## src/rtl/spindash_write_sequencer.sv

```systemverilog
// FM clock-enable divider plus a host write FIFO replayed to a YM2612-style bus.
// Define SPINDASH_BUSY_POLL_EN to replace the fixed data wait with busy-flag polling.
module spindash_write_sequencer #(
  parameter int unsigned CEN_DIV      = 6,
  parameter int unsigned FIFO_DEPTH   = 16,
  parameter int unsigned ADDR_WAIT    = 2,
  parameter int unsigned DATA_WAIT    = 17,
  parameter int unsigned BUSY_TIMEOUT = 64
) (
  input  logic                            clk50,
  input  logic                            rst,
  input  logic                            req_valid,
  output logic                            req_ready,
  input  logic                            req_port,
  input  logic [7:0]                      req_reg,
  input  logic [7:0]                      req_data,
  output logic                            cen,
  output logic [7:0]                      ym_din,
  output logic [1:0]                      ym_addr,
  output logic                            ym_cs_n,
  output logic                            ym_wr_n,
  input  logic [7:0]                      ym_dout,
  output logic [$clog2(FIFO_DEPTH+1)-1:0] fifo_level,
  output logic                            idle,
  output logic                            busy_timeout
);
  localparam int unsigned LW       = $clog2(FIFO_DEPTH+1);
  localparam int unsigned PW       = $clog2(FIFO_DEPTH);
  localparam int unsigned DW       = $clog2(CEN_DIV);
  localparam int unsigned WAIT_MAX = (ADDR_WAIT > DATA_WAIT) ? ADDR_WAIT : DATA_WAIT;
  localparam int unsigned CNT_MAX  = (WAIT_MAX > BUSY_TIMEOUT) ? WAIT_MAX : BUSY_TIMEOUT;
  localparam int unsigned CW       = $clog2(CNT_MAX+1);

  logic [DW-1:0] clkdiv;

  always_ff @(posedge clk50) begin
    if (rst || clkdiv == DW'(CEN_DIV-1)) clkdiv <= '0;
    else                                 clkdiv <= clkdiv + DW'(1);
  end

  assign cen = (clkdiv == '0) && !rst;

  logic [16:0]   mem [FIFO_DEPTH];
  logic [PW-1:0] wr_ptr, rd_ptr;
  logic [LW-1:0] level;
  logic          push, pop, empty, full;
  logic          head_port;
  logic [7:0]    head_reg, head_data;

  assign empty      = (level == '0);
  assign full       = (level == LW'(FIFO_DEPTH));
  assign req_ready  = !full;
  assign push       = req_valid && req_ready;
  assign fifo_level = level;
  assign {head_port, head_reg, head_data} = mem[rd_ptr];

  always_ff @(posedge clk50) begin
    if (push) mem[wr_ptr] <= {req_port, req_reg, req_data};
  end

  always_ff @(posedge clk50) begin
    if (rst) begin
      wr_ptr <= '0;
      rd_ptr <= '0;
      level  <= '0;
    end else begin
      if (push) wr_ptr <= wr_ptr + PW'(1);
      if (pop)  rd_ptr <= rd_ptr + PW'(1);
      if (push && !pop)      level <= level + LW'(1);
      else if (pop && !push) level <= level - LW'(1);
    end
  end

  typedef enum logic [2:0] {S_IDLE, S_ASTB, S_AWAIT, S_DSTB, S_DWAIT, S_POLL} state_t;

  state_t        state, state_nx;
  logic [CW-1:0] cnt, cnt_nx;
  logic          cur_port, cur_port_nx;
  logic [7:0]    cur_data, cur_data_nx;
  logic [1:0]    addr_q, addr_nx;
  logic [7:0]    din_q, din_nx;
  logic          cs_q, cs_nx, wr_q, wr_nx, bto_q, bto_nx;
  logic          done;

  always_ff @(posedge clk50) begin
    if (rst) begin
      state    <= S_IDLE;
      cnt      <= '0;
      cur_port <= 1'b0;
      cur_data <= '0;
      addr_q   <= '0;
      din_q    <= '0;
      cs_q     <= 1'b1;
      wr_q     <= 1'b1;
      bto_q    <= 1'b0;
    end else begin
      state    <= state_nx;
      cnt      <= cnt_nx;
      cur_port <= cur_port_nx;
      cur_data <= cur_data_nx;
      addr_q   <= addr_nx;
      din_q    <= din_nx;
      cs_q     <= cs_nx;
      wr_q     <= wr_nx;
      bto_q    <= bto_nx;
    end
  end

  // IDLE, the end of the data wait and the end of polling all share the
  // "start next entry or go idle" decision carried by done.
  always_comb begin
    state_nx    = state;
    cnt_nx      = cnt;
    cur_port_nx = cur_port;
    cur_data_nx = cur_data;
    addr_nx     = addr_q;
    din_nx      = din_q;
    cs_nx       = cs_q;
    wr_nx       = wr_q;
    bto_nx      = bto_q;
    pop         = 1'b0;
    done        = 1'b0;
    if (cen) begin
      unique case (state)
        S_IDLE: done = 1'b1;
        S_ASTB: begin
          cs_nx    = 1'b1;
          wr_nx    = 1'b1;
          state_nx = S_AWAIT;
          cnt_nx   = CW'(ADDR_WAIT);
        end
        S_AWAIT: begin
          if (cnt == CW'(1)) begin
            state_nx = S_DSTB;
            addr_nx  = {cur_port, 1'b1};
            din_nx   = cur_data;
            cs_nx    = 1'b0;
            wr_nx    = 1'b0;
          end else begin
            cnt_nx = cnt - CW'(1);
          end
        end
        S_DSTB: begin
          cs_nx    = 1'b1;
          wr_nx    = 1'b1;
          state_nx = S_DWAIT;
`ifdef SPINDASH_BUSY_POLL_EN
          cnt_nx   = CW'(1);
`else
          cnt_nx   = CW'(DATA_WAIT);
`endif
        end
        S_DWAIT: begin
          if (cnt == CW'(1)) begin
`ifdef SPINDASH_BUSY_POLL_EN
            state_nx = S_POLL;
            cnt_nx   = CW'(1);
            addr_nx  = {cur_port, 1'b0};
            cs_nx    = 1'b0;
            wr_nx    = 1'b1;
`else
            done     = 1'b1;
`endif
          end else begin
            cnt_nx = cnt - CW'(1);
          end
        end
`ifdef SPINDASH_BUSY_POLL_EN
        S_POLL: begin
          if (!ym_dout[7] || cnt == CW'(BUSY_TIMEOUT)) begin
            bto_nx = bto_q | ym_dout[7];
            done   = 1'b1;
          end else begin
            cnt_nx = cnt + CW'(1);
          end
        end
`endif
        default: state_nx = S_IDLE;
      endcase
      if (done) begin
        if (!empty) begin
          pop         = 1'b1;
          state_nx    = S_ASTB;
          cur_port_nx = head_port;
          cur_data_nx = head_data;
          addr_nx     = {head_port, 1'b0};
          din_nx      = head_reg;
          cs_nx       = 1'b0;
          wr_nx       = 1'b0;
        end else begin
          state_nx = S_IDLE;
          cs_nx    = 1'b1;
          wr_nx    = 1'b1;
        end
      end
    end
  end

`ifndef SPINDASH_BUSY_POLL_EN
  logic unused_dout;
  assign unused_dout = ^ym_dout;
`endif

  assign ym_addr      = addr_q;
  assign ym_din       = din_q;
  assign ym_cs_n      = cs_q;
  assign ym_wr_n      = wr_q;
  assign busy_timeout = bto_q;
  assign idle         = empty && (state == S_IDLE);

endmodule

```

## config.mk

```make
export PLATFORM = sky130hd
export DESIGN_NAME = spindash_write_sequencer
export DESIGN_NICKNAME = d
export VERILOG_FILES = /design/src/rtl/spindash_write_sequencer.sv
export SDC_FILE = /design/constraint.sdc
export NUM_CORES = 1
export LEC_CHECK = 0
export BUFFER_PORTS_ARGS = -buffer_cell sky130_fd_sc_hd__buf_2
export CAP_MARGIN = 20
export CORE_ASPECT_RATIO = 1.5
export CORE_MARGIN = 1
export CORE_UTILIZATION = 64
export DETAILED_ROUTE_END_ITERATION = 8
export PLACE_DENSITY_LB_ADDON = 0.12
export SYNTH_ARGS = -nofsm -noshare
export SYNTH_HDL_FRONTEND = slang
export SYNTH_SLANG_ARGS = --single-unit
```

## constraint.sdc

```tcl
create_clock -name clk50 -period 9.15 [get_ports clk50]
set_clock_uncertainty 0.1 [all_clocks]
set_input_delay 1.3725 -clock clk50 [delete_from_list [all_inputs] [get_ports clk50]]
set_output_delay 1.3725 -clock clk50 [all_outputs]
set_load 0.01 [all_outputs]
```

==> results.md, run 1 <==
- The leakage power total is about 4.7 nW.
- The synthesized design contains around 320 register bits.
- Before antenna repair, the detailed router went through 7 iterations.
- The worst-case headroom to the max-slew limit is 0.334.
- STA classifies the critical path startpoint as a primary input.
- At the worst endpoint, the required time is 9.51 ns.
- Of the post-synthesis cell area, the dominant cell type holds 0.635.
- The final hold violation count is 0.
- The floorplan step set the die width to between 100 and 150 microns.
- Summed over all failing endpoints, the final setup total negative slack is 0 ns.
- The clock network latency to the later pin of the worst-skew pair is 0.54 ns.
- At the worst endpoint, the arrival time is around 5.3 ns.
- STA classifies the critical path endpoint as a register.
- The count of hold buffers inserted by post-cts repair is 0.
- The category of cells accounting for the largest share of critical-path delay is compound AO/OA/AOI/OAI gates.
- The synthesized netlist contains 56 unique library cells.
- The average vias per placed instance is between 6 and 7.
- The signal on the critical path passes through buf_2 -> or3b_1 -> a2111o_1 -> a21oi_4 -> inv_2 -> ha_1 -> inv_1 -> ha_1 -> a21o_1 -> a21oi_1 -> xnor2_1 -> or3_1 -> a21oi_1.
- The time the worst path needs with I/O delays and setup is 4.88 ns.
- Following the worst setup path forward leads to its endpoint at fifo_level[4].
- The post-synthesis compound-gate area fraction was 0.0591.
- The post-synthesis mux area share is 0.129.
- Yosys attributes the largest share of cell area to edfxtp_1 63%, dfxtp_1 7.8%, mux4_2 7.0%, mux2_2 3.4%, mux2i_1 2.5%.
- The area enclosed by the die boundary is 20700 sq um.
- Of all nets on the critical path, the largest fanout is 33.
- The xor-xnor portion of the synthesized cell area is 0.00953.
- The number of antenna diodes in the final layout is 0.
- The filler cells instantiated in the layout total 1192.
- The peak supply drop is roughly 0.00022 V.
- The total power consumption of the routed design is roughly 0.0035 W.
- The total wirelength of the detailed-routed design is between 20000 and 30000 microns.
- The areal power density over the cells is ~240 nW/um^2.
- The clock tree from TritonCTS is built.
- Once detailed placement completed, the half-perimeter wirelength came to between 15000 and 20000 microns.
- After clock tree synthesis, the clock-pin slew on the worst setup and hold paths is ~0.070 ns.
- The number of cells on the worst reg-to-reg path is 13.
- The delay contributed by the slowest stage of the critical path is around 0.60 ns.
- In the routed design, unresolved DRC markers number 0.
- Setup repair after global routing left no endpoint under its margin.
- The library cells used most frequently in the layout, excluding fill and tap cells, are 272 x edfxtp_1, 47 x dfxtp_1, 43 x nor2_1, 40 x mux4_2.
- After synthesis, the mean cell area works out to approximately 17 sq um.
- The reg-to-reg endpoint is fifo_level[4].
- The number of buffers and inverters on the critical path is 3.
- The worst hold-check slack is approximately 0.36 ns.
- The final weighted congestion in routability-driven placement is roughly 0.85.
- The adder and majority gate portion of the synthesized area is 0.0152.
- The initial utilization of the core area, before any placement, comes to 0.653.
- The area of all sequential standard cells is between 9000 and 10000 sq um.
- The floorplan has between 60 and 70 rows.
- The final worst-path setup slack is 4.27 ns.
- The path class of the tightest hold or removal check is reg2reg.
- The remaining number of nets flagged by the antenna check after routing is 0.
- Counting every instance in the synthesized netlist gives about 770.
- The proportion of synthesized flip-flops having asynchronous set or reset is 0.
- The transition at the pin with the smallest max-transition slack is about 1 ns.
- Of the cells placed in the final design, the portion with a size suffix greater than 1 is 0.252.
- The tree built by TritonCTS fans out to ~320 sinks.
- The slowest cell on the critical path is or3b_1.
- The commonest non-fill, non-tap cell in the layout is edfxtp_1.
- The mapped netlist covers 12900 sq um.
- No sink is reached through more buffers than the 3 on the longest clock path.
- The critical path is of the in2reg type.
- The launch point of the worst reg-to-reg path is cnt[0].
- The first global-routing pass estimated roughly 41000 microns of wire.
- The final layout net count is 869.
- The number of port buffers is 39.
- Of the total synthesized cell area, the portion taken by AND, OR, NAND and NOR gates is 0.0555.
- Across the run, the number of max-cap violations was 0.
- The final critical-path share of the clock period is 0.534.
- Derived from the worst setup path, the maximum achievable clock frequency is 205 MHz.
- CTS built an H-tree with a depth of 1.
- In this run the worst setup path begins at rst.
- The library cell occupying the most area in the post-synthesis netlist is edfxtp_1.
- The initial antenna violation count is 0.
- For this run, the number of Yosys warnings is 0.
- The number of gates on the worst path with buffers counted is 13.
- The post-cts sizing count is 0.
- The slack of the worst reg-to-reg path is 4.76 ns.
- The wire length per cell after detailed routing is 24.6 microns.
- The number of enable-type register cells in the synthesized netlist is 272.
- Entering global routing, the biggest net connects 55 pins.
- The total global-route track usage is 0.271.
- The number of global-route vias before repair is between 7000 and 8000.
- The post-layout utilization of the core is 0.733.
- The final max-slew violation count is 0.
- The most common flop cell mapped by yosys is edfxtp_1.
- The I/O pin total is 49.
- From synthesis to final layout, the design area changed by 12.3%.
- In this run the post-CTS setup repair buffer count came out at 0.
- For this run, the register share of the synthesized area comes to 0.712.
- The root buffer cell chosen for the clock tree is clkbuf_16.
- The flow ran to the end, and the final reports show no timing, DRC or antenna violations.
- The die is around 180 microns tall.
- After synthesis, the largest family of logic cells by area is multiplexers.
- Counting the buffers created by CTS gives 29.
- The core box area is between 15000 and 20000 sq um.
- In this run, the number of DRC markers left after iteration 0 of detailed routing was approximately 600.
- The count of endpoints failing setup in the final report is 0.
- The post-synth net total is 817.
- The count of vias placed by the detailed router is between 7000 and 8000.
- The total overflow reported by the global router is 0.
- The worst-case setup slack after placement is ~3.8 ns.
- The multi-input combinational cells in the finished layout cover a total of between 3000 and 4000 sq um.
-- where the power goes --
group / switching (W) / total, W / internal, W
Combinational: 0.000327 / 0.000585 / 0.000258
Sequential: 0.0000641 / 0.00174 / 0.00167
Clock: 0.000503 / 0.00117 / 0.000670
-- synth_stat cells, types with 3 or more instances --
cell      number
edfxtp_1     272
nor2_1        55
dfxtp_1       50
mux4_2        40
mux2_2        39
mux2i_1       32
nand2_1       32
a21oi_1       25
o22ai_1       19
buf_2         17
clkbuf_1      15
ha_1          14
inv_1         14
nor3_1        14
a221o_1       13
o21ai_0        9
nand2b_1       8
a211oi_1       7
buf_1          7
xnor2_1        7
xor2_1         7
nand3_1        6
nor4_1         6
a221oi_1       4
nand4_1        4
o22a_1         4
a22oi_1        3
a32o_1         3
and2_1         3
nor2b_1        3
o311ai_0       3
o31ai_1        3
or4b_2         3
-- per-layer routing --
metal | vias up | global-route usage | routed length, microns
li1 | 3149 | - | -
met1 | 3629 | 0.333 | 10100
met2 | 300 | 0.472 | 14100
met3 | 66 | 0.0516 | 2010
met4 | 0 | 0.112 | 917
met5 | - | 0 | 0
-- flip-flops by register name, summed over array words and instances, names as in the netlist, named ones only --
register,count
ym_wr_n,1
ym_addr,2
clkdiv,3
mem,272
fifo_level,5
state,3
wr_ptr,4
cur_port,1
cnt,7
ym_din,8
rd_ptr,4
cur_data,8
-- layout make-up --
class,instances,share of cell area
Multi-Input combinational cell,395,0.243
Clock inverter,14,0.00832
Timing Repair Buffer,62,0.0310
Sequential cell,322,0.635
Tap cell,260,0.0225
Clock buffer,39,0.0556
Inverter,16,0.00416
-- through the flow --
step | cell area (sq um) | cells
after floorplan | 12900 | 774
after global placement | 13400 | 1050
after detailed placement | 13500 | 1053
after CTS | 14400 | 1106
after global routing | 14400 | 1108
final | 14400 | 1108
-- worst min-delay path by stage --
stage,startpoint,endpoint,slack [ns],cells after the start
global route,cur_port,cur_port,0.38,2
CTS,cur_port,cur_port,0.36,2
finish,cur_port,cur_port,0.36,2
global placement,cur_data[4],cur_data[4],0.34,2
floorplan,cur_data[2],cur_data[2],0.33,2
detailed placement,cur_data[4],cur_data[4],0.35,2
-- cells by family (layout without fill, tap and decap cells) --
kind of cell               after synthesis  after routing
DFF                                    322            322
other                                    1              1
buffers and inverters                   57            131
adders and majority gates               15             15
xor gates and xnor gates                14             14
and+or+nand+nor                        148            148
AOI/OAI and AO/OA                      106            106
muxes                                  111            111
-- tightest hold or removal path, cell delays in order, from the launching register on --
cell	delay [ns]
dfxtp_1	0.31
nand2_1	0.05
a21oi_1	0.05
Note: power is estimated with default switching activity, not from simulation.
==> run 2, diff against run 1 <==
--- a/config.mk
+++ b/config.mk
@@ -5,11 +5,12 @@
 export SDC_FILE = /design/constraint.sdc
 export NUM_CORES = 1
 export LEC_CHECK = 0
+export ABC_AREA = 1
 export BUFFER_PORTS_ARGS = -buffer_cell sky130_fd_sc_hd__buf_2
 export CAP_MARGIN = 20
 export CORE_ASPECT_RATIO = 1.5
 export CORE_MARGIN = 1
-export CORE_UTILIZATION = 64
+export CORE_UTILIZATION = 62
 export DETAILED_ROUTE_END_ITERATION = 8
 export PLACE_DENSITY_LB_ADDON = 0.12
 export SYNTH_ARGS = -nofsm -noshare
==> constraint.sdc (replaced) <==
create_clock -name clk50 -period 4.59 [get_ports clk50]
set_clock_uncertainty 0.1 [all_clocks]
set_input_delay 0.6885 -clock clk50 [delete_from_list [all_inputs] [get_ports clk50]]
set_output_delay 0.6885 -clock clk50 [all_outputs]
set_load 0.01 [all_outputs]
==> run 2 against run 1 <==
Effect of this change:
- first-iteration DRC count grew 60%
- clock power grew 100%
- critical path type is now reg2reg
- global-route usage grew 1.2 points
- sequential share of layout area shrank 2.4 points
- count of clock-buffer cells in the layout shrank 5
- core utilization shrank 4.0 points
- worst hold slack gained 0.00067 ns
- setup slack lost 3.0 ns
- critical endpoint unchanged
- combinational power grew 120%
==> results.md, run 2 <==
- The startpoint-to-endpoint class of the critical path is reg2reg (was in2reg).
- The highest attainable clock frequency is approximately 310 MHz.
- The worst-case headroom to the max-slew limit is 0.332 (was 0.334).
- The final hold violation count is 0 (unchanged).
- The post-synth net total is 1328 (was 817).
- The distinct cell type count of the synthesized netlist is 35 (was 56).
- The area of the mapped netlist is 13700 sq um (was 12900 sq um).
- The slowest cell on the critical path is dfxtp_1 (was or3b_1).
- The path category of the worst min-delay check is reg2reg (unchanged).
- The post-cts sizing count is 0 (unchanged).
- The number of port buffers is 39 (unchanged).
- The total CTS buffers is 29 (unchanged).
- The antenna cell count came to 0 (unchanged).
- The count of endpoints failing setup in the final report is 0 (unchanged).
- The count of vias placed by the detailed router was 9245 (was 7144).
- The fraction of the yosys area taken by sequential cells came to 0.671 (was 0.712).
- The count of hold buffers inserted by post-cts repair is 0 (unchanged).
- The first-pass GRT wire length is 47600 microns (was 41500 microns).
- The initial cell density of the core is 0.631 (was 0.653).
- The clock tree from TritonCTS is built (unchanged).
- The number of standard cells after synthesis is 1285 (was 774).
- The total overflow reported by the global router is 0 (unchanged).
- The dominant cell by count in the synthesized netlist is edfxtp_1 (unchanged).
- The register bit count reported by yosys is 322 (unchanged).
- The final max-slew violation count is 0 (unchanged).
- The most common flop cell mapped by yosys was edfxtp_1 (unchanged).
- Commonest cells after routing, fill and taps aside: 272 x edfxtp_1, 249 x nand2_1, 144 x nor2_1, 129 x nand3_1, 122 x inv_1 (was 272 x edfxtp_1, 47 x dfxtp_1, 43 x nor2_1, 40 x mux4_2).
- The commonest non-fill, non-tap cell in the layout is edfxtp_1 (unchanged).
- The post-CTS setup buffer count is 0 (unchanged).
- The DRC marker count from the first detailed-route iteration is 931 (was 583).
- The buffering stage count on the worst path with inverters included is 4 (was 3).
- The die span in x is 123 microns (was 118 microns).
- The peak supply drop is 0.000455 V (was 0.000218 V).
- The category of cells accounting for the largest share of critical-path delay was simple AND/OR/NAND/NOR gates (was compound AO/OA/AOI/OAI gates).
- The largest fanout of any net on the critical path is 13 (was 33).
- The number of core rows is 66 (was 63).
- The worst-case setup slack after placement is 1.18 ns (was 3.75 ns).
- The library cell occupying the most area in the post-synthesis netlist is edfxtp_1 (unchanged).
- The proportion of synthesized flip-flops having asynchronous set or reset is 0 (unchanged).
- The fraction of synthesized cell area taken by the top area cell type is 0.598 (was 0.635).
- The vertical extent of the die was 184 microns (was 176 microns).
- The delay contributed by the slowest stage of the critical path is 0.32 ns (was 0.60 ns).
- The initial antenna violation count was 0 (unchanged).
- The DRC violation count after routing is 0 (unchanged).
- The core box area is 21600 sq um (was 19700 sq um).
- The final HPWL from detailed placement was 17700 microns (was 16400 microns).
- Series of cell instances along the critical path: inv_1 -> ha_1 -> inv_1 -> nor2_1 -> nand4_1 -> nand2_1 -> nand2_2 -> inv_2 -> nand2_2 -> ha_1 -> inv_1 -> ha_1 -> a21o_1 -> a21oi_1 -> nor2_1 -> nor2_1 -> nand2_1 -> nand2_1 -> nand2_1 -> nor2_1 (was buf_2 -> or3b_1 -> a2111o_1 -> a21oi_4 -> inv_2 -> ha_1 -> inv_1 -> ha_1 -> a21o_1 -> a21oi_1 -> xnor2_1 -> or3_1 -> a21oi_1).
- The setup TNS is 0 ns (unchanged).
- The wire length per cell after detailed routing was 19.2 microns (was 24.6 microns).
- The post-placement cell area is 14100 sq um (was 13500 sq um).
- The leakage power total is 5.71 nW (was 4.68 nW).
- The final weighted congestion in routability-driven placement came to 0.811 (was 0.846).
- The average vias per placed instance was 5.75 (was 6.45).
- The areal power density over the cells was 473 nW/um^2 (was 242 nW/um^2).
- The transition at the pin with the smallest max-transition slack is 1.00 ns (was 0.998 ns).
- Commonest cells in the synthesized netlist: 272 x edfxtp_1, 249 x nand2_1, 160 x nor2_1 (was 272 x edfxtp_1, 55 x nor2_1, 50 x dfxtp_1).
- The number of global-route vias before repair is 8803 (was 7290).
- The number of H-tree branching levels is 1 (unchanged).
- The area enclosed by the die boundary is 22600 sq um (was 20700 sq um).
- The post-synthesis average cell area is 10.6 sq um (was 16.6 sq um).
- The total wirelength of the detailed-routed design is 30900 microns (was 27200 microns).
- The kind of launch point of the worst setup path is a register (was primary input).
- The final layout net count came to 1357 (was 869).
- The number of enable-type register cells in the synthesized netlist is 272 (unchanged).
- The register with the most flip-flops was mem (unchanged).
- Cells taking the most area after synthesis: edfxtp_1 60%, dfxtp_1 7.3%, nand2_1 6.8%, nand3_1 4.7%, nor2_1 4.4% (was edfxtp_1 63%, dfxtp_1 7.8%, mux4_2 7.0%, mux2_2 3.4%, mux2i_1 2.5%).
- The root buffer cell is clkbuf_16 (unchanged).
- The ratio of cells with drive above 1 in the final layout came to 0.105 (was 0.252).
- The buffer depth of the longest clock path is 3 (unchanged).
- The number of synthesis warnings is 0 (unchanged).
- The number of flip-flops under the largest register name is 272 (unchanged).
- The I/O pin total was 49 (unchanged).
- Result of the run: complete, no violations (unchanged).
- The smallest clock period supported by the final layout is computed as 3.28 ns.
- The pin count of the biggest net entering global routing is 78 (was 55).
- The number of detailed-routing iterations run before antenna repair is 5 (was 7).
- The critical path data arrival time is 3.67 ns (was 5.25 ns).
- The clock network latency to the later pin of the worst-skew pair came to 0.55 ns (was 0.54 ns).
- The final worst-path setup slack is 1.31 ns (was 4.27 ns).
- The layout overhead on the synthesized area came to 9.85% (was 12.3%).
- The total of max-cap violations came to 0 (unchanged).
- The post-route standard cell area excluding fillers is 15000 sq um (was 14400 sq um).
- The post-layout utilization of the core was 0.693 (was 0.733).
- The TritonCTS sink count was 322 (unchanged).
- The data required time of the critical path is 4.99 ns (was 9.51 ns).
- The category of the worst setup path capture point was a register (unchanged).
- The clock transition at the registers of the reported paths is 0.07 ns (about the same).
- The remaining number of nets flagged by the antenna check after routing came to 0 (unchanged).
- The final critical-path share of the clock period is 0.714.
- Unrepaired setup endpoints after global routing: no (unchanged).
- The total global-route track usage was 0.283 (was 0.271).
==> run 2: worst register-to-register path: stages, from the launching register on <==
cell and delay [ns]:
dfxtp_1 0.32, inv_1 0.09, ha_1 0.17, inv_1 0.05
nor2_1 0.09, nand4_1 0.10, nand2_1 0.11, nand2_2 0.20
inv_2 0.29, nand2_2 0.24, ha_1 0.29, inv_1 0.15
ha_1 0.30, a21o_1 0.20, a21oi_1 0.16, nor2_1 0.06
nor2_1 0.08, nand2_1 0.07, nand2_1 0.06, nand2_1 0.04
nor2_1 0.08
==> run 2: cells by family after synthesis <==
| family | after synthesis | share of synthesized area |
|---|---|---|
| compound gates | 190 | 0.0783 |
| xor+xnor | 8 | 0.00513 |
| fa+ha+maj | 15 | 0.0143 |
| buf+inv | 194 | 0.0612 |
| flops | 322 | 0.671 |
| other cells | 1 | 0.000275 |
| simple gates | 555 | 0.169 |
==> run 2: final timing paths <==
| check | from | endpoint | cells past startpoint | slack, ns |
|---|---|---|---|---|
| worst max-delay path | cnt[1] | fifo_level[4] | 20 | 1.31 |
| worst min-delay path | cur_port | cur_port | 2 | 0.36 |
| worst max register to register | cnt[1] | fifo_level[4] | 20 | 1.31 |
| worst min register to register | cur_port | cur_port | 2 | 0.36 |
==> run 2: routing by layer <==
metal / up-vias / GRT usage / routed length (microns)
met4: 0 / 0.125 / 1220
li1: 4412 / - / -
met5: - / 0 / 0
met1: 4394 / 0.353 / 12000
met3: 88 / 0.0425 / 2020
met2: 351 / 0.483 / 15700
==> run 2: stage by stage <==
step | total power [W] | instances | hold WS (ns)
after floorplan | 0.00443 | 1285 | 0.326
after global placement | 0.00475 | 1555 | 0.340
after detailed placement | 0.00479 | 1555 | 0.348
after CTS | 0.00713 | 1609 | 0.362
after global routing | 0.00740 | 1609 | 0.373
final | 0.00710 | 1609 | 0.359
==> run 2: area by class of cell <==
cell class	instances	area, sq um
sequential	322	9180
clock buffer	34	744
multi-input combinational	769	3690
clock inverter	20	183
fill	1541	6630
inverter	128	483
timing repair buffer	64	383
tap	272	340
==> run 2: power breakdown <==
| part | leakage [nW] | switching (W) | internal [W] |
|---|---|---|---|
| combinational | 2.39 | 0.000875 | 0.000403 |
| clock | 0.446 | 0.00103 | 0.00133 |
| sequential | 2.87 | 0.000138 | 0.00332 |
==> run 3, diff against run 2 <==
--- a/config.mk
+++ b/config.mk
@@ -5,12 +5,12 @@
 export SDC_FILE = /design/constraint.sdc
 export NUM_CORES = 1
 export LEC_CHECK = 0
-export ABC_AREA = 1
+export ABC_AREA = 0
 export BUFFER_PORTS_ARGS = -buffer_cell sky130_fd_sc_hd__buf_2
 export CAP_MARGIN = 20
 export CORE_ASPECT_RATIO = 1.5
 export CORE_MARGIN = 1
-export CORE_UTILIZATION = 62
+export CORE_UTILIZATION = 61
 export DETAILED_ROUTE_END_ITERATION = 8
 export PLACE_DENSITY_LB_ADDON = 0.12
 export SYNTH_ARGS = -nofsm -noshare
==> constraint.sdc (replaced) <==
create_clock -name clk50 -period 3.43 [get_ports clk50]
set_clock_uncertainty 0.1 [all_clocks]
set_input_delay 0.5145 -clock clk50 [delete_from_list [all_inputs] [get_ports clk50]]
set_output_delay 0.5145 -clock clk50 [all_outputs]
set_load 0.01 [all_outputs]
==> run 3 against run 2 <==
Effect of this change:
- worst hold slack lost 0.11 ns
- sequential power grew 34%
- final cell count shrank 30%
- count of clock-buffer cells in the layout grew 5
- core utilization grew 2.0 points
- combinational power grew 27%
- fmax grew 4.3%
- clock power grew 43%
- total power grew 36%
- critical endpoint unchanged
==> results.md, run 3 (synthesis results as in run 1) <==
- The total of max-cap violations was 0 (unchanged).
- The count of endpoints failing setup in the final report is 0 (unchanged).
- The wire length per cell after detailed routing came to 24.5 microns (was 19.2 microns).
- The highest attainable clock frequency is 318 MHz (was 305 MHz).
- The slack of the worst reg-to-reg path is 0.29 ns (was 1.31 ns).
- The time the worst path needs with I/O delays and setup is 3.14 ns (was 3.28 ns).
- The buffering stage count on the worst path with inverters included came to 3 (was 4).
- The delay contributed by the slowest stage of the critical path is 0.45 ns (was 0.32 ns).
- The launch point of the worst reg-to-reg path is clkdiv[0] (was cnt[1]).
- The total wirelength of the detailed-routed design is 27500 microns (was 30900 microns).
- The sequential fraction of design power is 0.481 (was 0.487).
- The number of port buffers is 39 (unchanged).
- The count of fill cells added during filler insertion is 1335 (was 1541).
- The final critical-path share of the clock period is 0.916 (was 0.714).
- The post-placement cell area is 13600 sq um (was 14100 sq um).
- The TritonCTS sink count is 322 (unchanged).
- The first-pass GRT wire length is 42500 microns (was 47600 microns).
- The final max-slew violation count is 0 (unchanged).
- The number of flip-flops under the largest register name is 272 (unchanged).
- The clock tree from TritonCTS was built (unchanged).
- Series of cell instances along the critical path: inv_1 -> ha_1 -> or3b_1 -> a2111o_1 -> a21oi_4 -> inv_2 -> ha_1 -> inv_2 -> ha_4 -> a21o_1 -> a21oi_2 -> xnor2_1 -> or3_1 -> a21oi_1 (was inv_1 -> ha_1 -> inv_1 -> nor2_1 -> nand4_1 -> nand2_1 -> nand2_2 -> inv_2 -> nand2_2 -> ha_1 -> inv_1 -> ha_1 -> a21o_1 -> a21oi_1 -> nor2_1 -> nor2_1 -> nand2_1 -> nand2_1 -> nand2_1 -> nor2_1).
- The reg-to-reg endpoint is fifo_level[4] (unchanged).
- The ratio of cells with drive above 1 in the final layout is 0.269 (was 0.105).
- The total overflow reported by the global router is 0 (unchanged).
- Unrepaired setup endpoints after global routing: no (unchanged).
- The combinational power share is 0.168 (was 0.180).
- The slowest cell on the critical path is a2111o_1 (was dfxtp_1).
- The initial antenna violation count is 0 (unchanged).
- The number of detailed-routing iterations run before antenna repair is 5 (unchanged).
- The post-placement cell count is 1073 (was 1555).
- The DRC marker count from the first detailed-route iteration is 537 (was 931).
- The count of hold buffers inserted by post-cts repair is 0 (unchanged).
- The I/O pin total is 49 (unchanged).
- The leakage power total is 4.78 nW (was 5.71 nW).
- The setup TNS is 0 ns (unchanged).
- The remaining number of nets flagged by the antenna check after routing is 0 (unchanged).
- The buffer depth of the longest clock path was 3 (unchanged).
- The clock power share is 0.350 (was 0.333).
- The worst reg2reg path depth came to 14 (was 20).
- The largest fanout of any net on the critical path is 4 (was 13).
- The antenna cell count came to 0 (unchanged).
- The data required time of the critical path is 3.81 ns (was 4.99 ns).
- The net switching power of the design is 0.00241 W (was 0.00205 W).
- The peak supply drop came to 0.000548 V (was 0.000455 V).
- The final hold violation count is 0 (unchanged).
- The worst hold path endpoint is mem[6][10] (was cur_port).
- The category of the worst setup path capture point is a register (unchanged).
- The area of all sequential standard cells was 9180 sq um (about the same).
- The DRC violation count after routing is 0 (unchanged).
- The area enclosed by the die boundary is 21700 sq um (was 22600 sq um).
- The worst-case headroom to the max-slew limit is 0.500 (was 0.332).
- The category of cells accounting for the largest share of critical-path delay is compound AO/OA/AOI/OAI gates (was simple AND/OR/NAND/NOR gates).
- The post-route standard cell area excluding fillers is 14600 sq um (was 15000 sq um).
- The switching part of the total power came to 0.250 (was 0.288).
- The final weighted congestion in routability-driven placement was 0.863 (was 0.811).
- The number of H-tree branching levels is 1 (unchanged).
- The kind of launch point of the worst setup path is a register (unchanged).
- The areal power density over the cells came to 659 nW/um^2 (was 473 nW/um^2).
- The vertical extent of the die came to 180 microns (was 184 microns).
- The post-layout instance count excluding filler cells is 1125 (was 1609).
- Result of the run: complete, no violations (unchanged).
- The final layout net count is 884 (was 1357).
- The total CTS buffers is 29 (unchanged).
- The startpoint of the tightest hold check path is req_reg[2] (was cur_port).
- The die span in x is 121 microns (was 123 microns).
- The initial cell density of the core came to 0.628 (was 0.631).
- The number of gates on the worst path with buffers counted is 14 (was 20).
- The number of cells traversed by the worst hold path is 1 (was 2).
- The startpoint-to-endpoint class of the critical path is reg2reg (unchanged).
- The average vias per placed instance was 6.31 (was 5.75).
- The count of vias placed by the detailed router is 7097 (was 9245).
- The number of global-route vias before repair came to 7352 (was 8803).
- The pin count of the biggest net entering global routing came to 51 (was 78).
- The total global-route track usage is 0.264 (was 0.283).
- The path category of the worst min-delay check is in2reg (was reg2reg).
- The final HPWL from detailed placement came to 17500 microns (was 17700 microns).
- The commonest non-fill, non-tap cell in the layout is edfxtp_1 (unchanged).
- The internal power component is 0.00723 W (was 0.00505 W).
- The area of the multi-input gates is 3530 sq um (was 3690 sq um).
- Commonest cells after routing, fill and taps aside: 272 x edfxtp_1, 47 x dfxtp_1, 43 x nor2_1, 40 x mux4_2 (was 272 x edfxtp_1, 249 x nand2_1, 144 x nor2_1, 129 x nand3_1, 122 x inv_1).
- The core box area is 20500 sq um (was 21600 sq um).
- The clock network latency to the later pin of the worst-skew pair is 0.54 ns (was 0.55 ns).
- The clock transition at the registers of the reported paths was 0.06 ns (was 0.07 ns).
- The transition at the pin with the smallest max-transition slack is 0.746 ns (was 1.00 ns).
- The layout overhead on the synthesized area came to 13.6% (was 9.85%).
- The register with the most flip-flops is mem (unchanged).
- The number of core rows is 64 (was 66).
- The root buffer cell is clkbuf_16 (unchanged).
- The critical path data arrival time was 3.52 ns (was 3.67 ns).
run 3: worst max-delay path by stage:
stage / start / end / slack, ns
final: clkdiv[0] / fifo_level[4] / 0.29
after global routing: clkdiv[0] / fifo_level[4] / 0.05
after CTS: clkdiv[0] / fifo_level[4] / 0.18
after detailed placement: rst / fifo_level[4] / 0.12
after global placement: rst / fifo_level[4] / 0.16
after floorplan: rst / fifo_level[4] / 0.04
run 3: power by group through the flow:
stage                     Clock (W)  Sequential (W)  Combinational (W)
after floorplan                   0         0.00468            0.00108
after global placement            0         0.00470            0.00155
after detailed placement          0         0.00472            0.00160
after CTS                   0.00341         0.00464            0.00160
after global routing        0.00356         0.00466            0.00177
final                       0.00338         0.00464            0.00162
run 3: stage by stage:
step / total power, W / worst slack [ns] / utilization / hold WS (ns)
after CTS: 0.00965 / 0.183 / 0.711 / 0.239
final: 0.00964 / 0.288 / 0.713 / 0.252
after detailed placement: 0.00632 / 0.123 / 0.662 / 0.348
after global routing: 0.0100 / 0.0464 / 0.713 / 0.247
after floorplan: 0.00576 / 0.0367 / - / 0.332
after global placement: 0.00625 / 0.160 / 0.662 / 0.341
run 3: timing repair:
item | 4_1_cts | 5_1_grt
gates resized for setup | 0 | 3
endpoints found under the setup margin | 0 | 1
setup buffers | 0 | 0
run 3: per-layer routing:
metal,vias to the layer above,wire [microns],GRT usage,share of wire
li1,3183,-,-,-
met1,3620,10700,0.347,0.39
met2,233,14500,0.460,0.53
met3,61,1370,0.0251,0.050
met4,0,873,0.0894,0.032
met5,-,0,0,0
run 3: final cells by class:
| class | count | share of cell area |
|---|---|---|
| inverter | 16 | 0.00411 |
| multi-input combinational | 395 | 0.241 |
| clock buffer | 39 | 0.0556 |
| sequential | 322 | 0.628 |
| clock inverter | 12 | 0.0126 |
| timing repair buffer | 77 | 0.0359 |
| tap | 264 | 0.0226 |
